## src/rtl/m_pte_responder_pkg.sv

```systemverilog
// Shared types and defaults for the page-walk PTE responder.
// The state encoding and default timeout are shared with the MMU-side code.
package m_pte_responder_pkg;

  typedef enum logic [1:0] {
    PTE_RSP_IDLE  = 2'd0,
    PTE_RSP_ISSUE = 2'd1,
    PTE_RSP_WAIT  = 2'd2,
    PTE_RSP_ERR   = 2'd3
  } pte_rsp_state_e;

  localparam int PTE_RSP_TIMEOUT = 1023;

  function automatic logic pte_word_aligned(input logic [1:0] addr_lsb);
    return (addr_lsb == 2'b00);
  endfunction

endpackage

```

## src/rtl/m_pte_responder.sv

```systemverilog
// Sequences walker PTE reads and A/D write-backs onto the single DRAM port.
// Busy/rdata timing matches a walker that samples data on the first busy-low cycle.
module m_pte_responder
  import m_pte_responder_pkg::*;
#(
  parameter int ADDR_WIDTH = 32,
  parameter int TIMEOUT    = PTE_RSP_TIMEOUT
) (
  input  logic                  CLK,
  input  logic                  RST,
  input  logic                  w_pte_req,
  input  logic                  w_pte_we,
  input  logic [ADDR_WIDTH-1:0] w_pte_addr,
  input  logic [31:0]           w_pte_wdata,
  output logic                  w_pte_busy,
  output logic [31:0]           w_pte_rdata,
  output logic                  w_pte_err,
  output logic [ADDR_WIDTH-1:0] w_dram_addr,
  output logic [31:0]           w_dram_wdata,
  output logic                  w_dram_le,
  output logic                  w_dram_we,
  input  logic                  w_dram_busy,
  input  logic [31:0]           w_dram_odata,
  output logic [31:0]           w_pte_rd_cnt,
  output logic [31:0]           w_pte_wr_cnt
);

  localparam int CNT_W = (TIMEOUT < 2) ? 1 : $clog2(TIMEOUT + 1);

  pte_rsp_state_e        state_q, state_d;
  logic [CNT_W-1:0]      cnt_q, cnt_d;
  logic [ADDR_WIDTH-1:0] addr_q, addr_d;
  logic [31:0]           wdata_q, wdata_d;
  logic                  we_lat_q, we_lat_d;
  logic [31:0]           rdata_q, rdata_d;
  logic [31:0]           rd_cnt_q, rd_cnt_d;
  logic [31:0]           wr_cnt_q, wr_cnt_d;
  logic                  busy_q, busy_d;
  logic                  err_q, err_d;
  logic                  le_q, le_d;
  logic                  st_q, st_d;

  // Outputs are registered: each is set from the state being entered, not the current one.
  always_comb begin
    state_d  = state_q;
    cnt_d    = cnt_q;
    addr_d   = addr_q;
    wdata_d  = wdata_q;
    we_lat_d = we_lat_q;
    rdata_d  = rdata_q;
    rd_cnt_d = rd_cnt_q;
    wr_cnt_d = wr_cnt_q;
    busy_d   = busy_q;
    err_d    = 1'b0;
    le_d     = 1'b0;
    st_d     = 1'b0;
    case (state_q)
      PTE_RSP_IDLE: begin
        if (w_pte_req) begin
          addr_d   = w_pte_addr;
          wdata_d  = w_pte_wdata;
          we_lat_d = w_pte_we;
          busy_d   = 1'b1;
          if (!pte_word_aligned(w_pte_addr[1:0])) begin
            state_d = PTE_RSP_ERR;
            err_d   = 1'b1;
            rdata_d = 32'h0000_0000;
          end else begin
            state_d = PTE_RSP_ISSUE;
            le_d    = ~w_pte_we;
            st_d    = w_pte_we;
          end
        end else begin
          busy_d = 1'b0;
        end
      end
      PTE_RSP_ISSUE: begin
        cnt_d   = '0;
        busy_d  = 1'b1;
        state_d = PTE_RSP_WAIT;
      end
      PTE_RSP_WAIT: begin
        cnt_d = cnt_q + CNT_W'(1);
        // cnt_q == 0 marks the first WAIT cycle, where DRAM busy may not have risen yet.
        if ((cnt_q != '0) && !w_dram_busy) begin
          state_d = PTE_RSP_IDLE;
          busy_d  = 1'b0;
          if (we_lat_q) begin
            wr_cnt_d = wr_cnt_q + 32'd1;
          end else begin
            rdata_d  = w_dram_odata;
            rd_cnt_d = rd_cnt_q + 32'd1;
          end
        end else if (cnt_d == CNT_W'(TIMEOUT)) begin
          state_d = PTE_RSP_ERR;
          err_d   = 1'b1;
          rdata_d = 32'h0000_0000;
        end else begin
          state_d = PTE_RSP_WAIT;
        end
      end
      PTE_RSP_ERR: begin
        busy_d  = 1'b0;
        state_d = PTE_RSP_IDLE;
      end
      default: begin
        busy_d  = 1'b0;
        state_d = PTE_RSP_IDLE;
      end
    endcase
  end

  // State, datapath and output registers with synchronous reset.
  always_ff @(posedge CLK) begin
    if (RST) begin
      state_q  <= PTE_RSP_IDLE;
      cnt_q    <= '0;
      addr_q   <= '0;
      wdata_q  <= 32'h0000_0000;
      we_lat_q <= 1'b0;
      rdata_q  <= 32'h0000_0000;
      rd_cnt_q <= 32'h0000_0000;
      wr_cnt_q <= 32'h0000_0000;
      busy_q   <= 1'b0;
      err_q    <= 1'b0;
      le_q     <= 1'b0;
      st_q     <= 1'b0;
    end else begin
      state_q  <= state_d;
      cnt_q    <= cnt_d;
      addr_q   <= addr_d;
      wdata_q  <= wdata_d;
      we_lat_q <= we_lat_d;
      rdata_q  <= rdata_d;
      rd_cnt_q <= rd_cnt_d;
      wr_cnt_q <= wr_cnt_d;
      busy_q   <= busy_d;
      err_q    <= err_d;
      le_q     <= le_d;
      st_q     <= st_d;
    end
  end

  assign w_pte_busy   = busy_q;
  assign w_pte_rdata  = rdata_q;
  assign w_pte_err    = err_q;
  assign w_dram_addr  = addr_q;
  assign w_dram_wdata = wdata_q;
  assign w_dram_le    = le_q;
  assign w_dram_we    = st_q;
  assign w_pte_rd_cnt = rd_cnt_q;
  assign w_pte_wr_cnt = wr_cnt_q;

endmodule

```

## config.mk

```make
export PLATFORM = sky130hd
export DESIGN_NAME = m_pte_responder
export DESIGN_NICKNAME = d
export VERILOG_FILES = /design/src/rtl/m_pte_responder_pkg.sv /design/src/rtl/m_pte_responder.sv
export SDC_FILE = /design/constraint.sdc
export NUM_CORES = 1
export LEC_CHECK = 0
export ABC_AREA = 1
export BUFFER_PORTS_ARGS = -buffer_cell sky130_fd_sc_hd__buf_2
export CAP_MARGIN = 20
export CORE_ASPECT_RATIO = 1.25
export CORE_MARGIN = 3
export CORE_UTILIZATION = 25
export DETAILED_ROUTE_END_ITERATION = 12
export MAX_ROUTING_LAYER = met4
export PLACE_DENSITY = 0.44
export SYNTH_ARGS = -nofsm -noshare
export SYNTH_HDL_FRONTEND = slang
export SYNTH_SLANG_ARGS = --single-unit
```

## constraint.sdc

```tcl
create_clock -name CLK -period 2 [get_ports CLK]
set_input_delay 0.3 -clock CLK [delete_from_list [all_inputs] [get_ports CLK]]
set_output_delay 0.3 -clock CLK [all_outputs]
set_load 0.005 [all_outputs]
```

==> results.yml <==
critical_path:
  path_max_fanout: 24
  arrival_ps: 2150
  path_cells: "ha_2 -> nand2_2 -> inv_2 -> nand2_1 -> nand2_1 -> nand2_1 -> nand2_1 -> nor2_2 -> nand2_1 -> nand2_4 -> buf_12 -> nand3_1 -> nand2_1 -> nor2_1"
  cpMaxStageDelayCell: "dfxtp_2"
  crit_type: "flip-flop to flip-flop"
  slowest_delay_ps: 330
  worst-path-buf-inv: 2
  cp-start-kind: "flip-flop"
  crit_path_end_kind: "flip-flop"
  reg2reg_depth: 14
  required_ps: 2340
  crit_top_cell: "nand2_1"
  path_depth: 14
  cp_top_family: "simple AND/OR/NAND/NOR gates"
power:
  p_total_uw: 10400
  irDropWorstVdd_uv: 395
  powerDensity_nw_per_um2: 947
  power_leakage_uw: 0.00489
job:
  maxCapViolations: 0
detailed_routing:
  wl_met2_um: 13800
  drc: 0
  highest_layer: "met4"
  dr.pass1.iters: 5
  met1Wirelength_um: 12200
  via_per_inst: 4.53
  drt-initial-drc-count: 514
  routed_wl_um: 28100
  routedWlPerCell_um: 14.6
  vias: 8740
  ant_nets: 0
  wl_met3_um: 1670
floorplan:
  start_util_pct: 25.7
  core_um2: 32200
  die_w_um: 169
  ioPinCount: 265
  chipHeight_um: 210
  die_area_um2: 35400
  rows: 73
sta:
  hold_viol: 0
  slew_viol_final: 0
  slew_headroom_pct: 47.9
  post-route-min-period_ps: 1820
  clock.fmax_mhz: 549
  setup_viol: 0
  holdWs_ps: 41.0
  clock_skew_ps: 15.1
  setup_ws_ps: 180
  fin_crit_sh_pct: 91.0
  grt_setup_unrepaired: "true"
  worstMarginPinSlew_ps: 782
place:
  placed_cell_area_um2: 10300
  dp_hpwl_um: 20700
  place_ws_ps: 114
  gp_congestion: 0.927
  portBuffers: 264
logic_synthesis:
  yosysWarnings: 0
  syn-num-nets: 1348
  ys.flop_type: "dfxtp_1"
  async_flop_share_pct: 0
  synth.avg_cell_area_um2: 6.70
  synth.distinct_cells: 27
  synth_area_um2: 8290
  synth_edf_count: 0
  synth-seq-cells: 177
  yosysSeqAreaShare_pct: 42.7
  synthCells: 1238
cts:
  clock-sinks: 177
  cts_htree_levels: 4
  cts_root_buf: "clkbuf_16"
  cts_tree: "yes"
  insertion_delay_ps: 440
  clock_path_buffers: 2
  clk_pin_slew_ps: 80
  cts_hold_buf: 0
  cts_inserted_buffers: 17
global_routing:
  grt_max_degree: 67
  grt_pass1_wl_um: 44700
  overflow: 0
  grt_pass1_vias: 8367
  grtUsageTotal_pct: 16.1
  grt_antenna_before_repair: 2
final_layout:
  fin_area_um2: 11000
  syn_to_final_growth_pct: 32.5
  final_common_cell: "nand2_1"
  drive_above_1_share_pct: 24.5
  nets: 1614
  layout_common_cells: "nand2_1, buf_2, nor2_1, dfxtp_1, a21oi_1"
  finalCoreUtilization_pct: 34.1
hold_path:
  hold_depth: 2
  hp-class: "input port to flip-flop"
status:
  status: "finished clean"
==> repair_timing <==
item                       CTS  global route
setup endpoints to repair    0            43
buffers inserted             0             0
gates resized for setup      0            22
==> final cells by class <==
type	instances	area [um2]
Multi-Input combinational cell	939	4290
Fill cell	3576	21300
Sequential cell	177	3550
Tap cell	412	515
Clock inverter	15	163
Timing Repair Buffer	303	1780
Clock buffer	17	425
Antenna cell	2	5.00
Inverter	66	254
==> path summary, 6_finish.rpt <==
check	from	to	slack [ps]
worst min register to register	w_dram_addr[0]$_SDFFE_PP0P_	w_dram_addr[0]$_SDFFE_PP0P_	470
worst max-delay path	cnt_q[0]$_SDFFE_PP0P_	w_pte_rdata[27]$_SDFFE_PP0P_	180
worst min-delay path	w_pte_we	w_dram_le$_SDFF_PP0_	40
worst max register to register	cnt_q[0]$_SDFFE_PP0P_	w_pte_rdata[27]$_SDFFE_PP0P_	180
==> synth_stat cells (6+ instances only) <==
cell / number / area [um2]
inv_1: 55 / 206
nand3_1: 58 / 290
clkbuf_1: 32 / 120
nand4_1: 10 / 62.6
a21oi_1: 99 / 495
ha_1: 9 / 113
buf_2: 10 / 50.1
o21ai_0: 78 / 390
buf_1: 8 / 30.0
nand3b_1: 6 / 45.0
xor2_1: 29 / 254
xnor2_1: 12 / 105
dfxtp_1: 177 / 3540
inv_2: 7 / 26.3
nor2_1: 258 / 968
nand2_1: 330 / 1240
nor3_1: 37 / 185
==> power breakdown <==
group	total, uW	internal (uW)	switching [uW]
sequential	4280	4030	252
combinational	2660	1130	1530
clock	3470	1790	1680
==> through the flow <==
step | std cells | TNS, ps
final | 1931 | 0
after global routing | 1931 | -12.5
after CTS | 1928 | 0
after detailed placement | 1896 | 0
after global placement | 1896 | 0
after floorplan | 1238 | 0
==> worst register-to-register path, cell delays in order (launching register included) <==
cell and delay (ps):
dfxtp_2 330, ha_2 200, nand2_2 100, inv_2 50
nand2_1 70, nand2_1 50, nand2_1 90, nand2_1 70
nor2_2 120, nand2_1 90, nand2_4 160, buf_12 180
nand3_1 100, nand2_1 70, nor2_1 40
==> routing by layer <==
layer	up-vias	GRT usage, %
li1	4495	-
met1	3986	19.4
met2	241	26.8
met3	18	3.96
met4	0	4.23
met5	-	-
==> registers in the layout, indices dropped and copies added, names as in the netlist <==
name and flops:
cnt_q 10, w_dram_le 1, we_lat_q 1, w_dram_we 1, w_pte_rd_cnt 32, w_dram_addr 32, w_pte_rdata 32, w_pte_busy 1
state_q 2, w_pte_wr_cnt 32, w_dram_wdata 32, w_pte_err 1
==> logic make-up (layout without fill, tap and decap cells) <==
logic type / count (synthesis) / count (layout) / synth area share [%]
and+or+nand+nor: 710 / 710 / 34.7
AOI/OAI and AO/OA: 179 / 179 / 10.8
DFF: 177 / 177 / 42.7
buffers and inverters: 122 / 401 / 5.99
xor gates and xnor gates: 41 / 41 / 4.33
adders and majority gates: 9 / 9 / 1.36
other: 0 / 2 / 0
No activity file was read; power rests on OpenSTA's default activity.
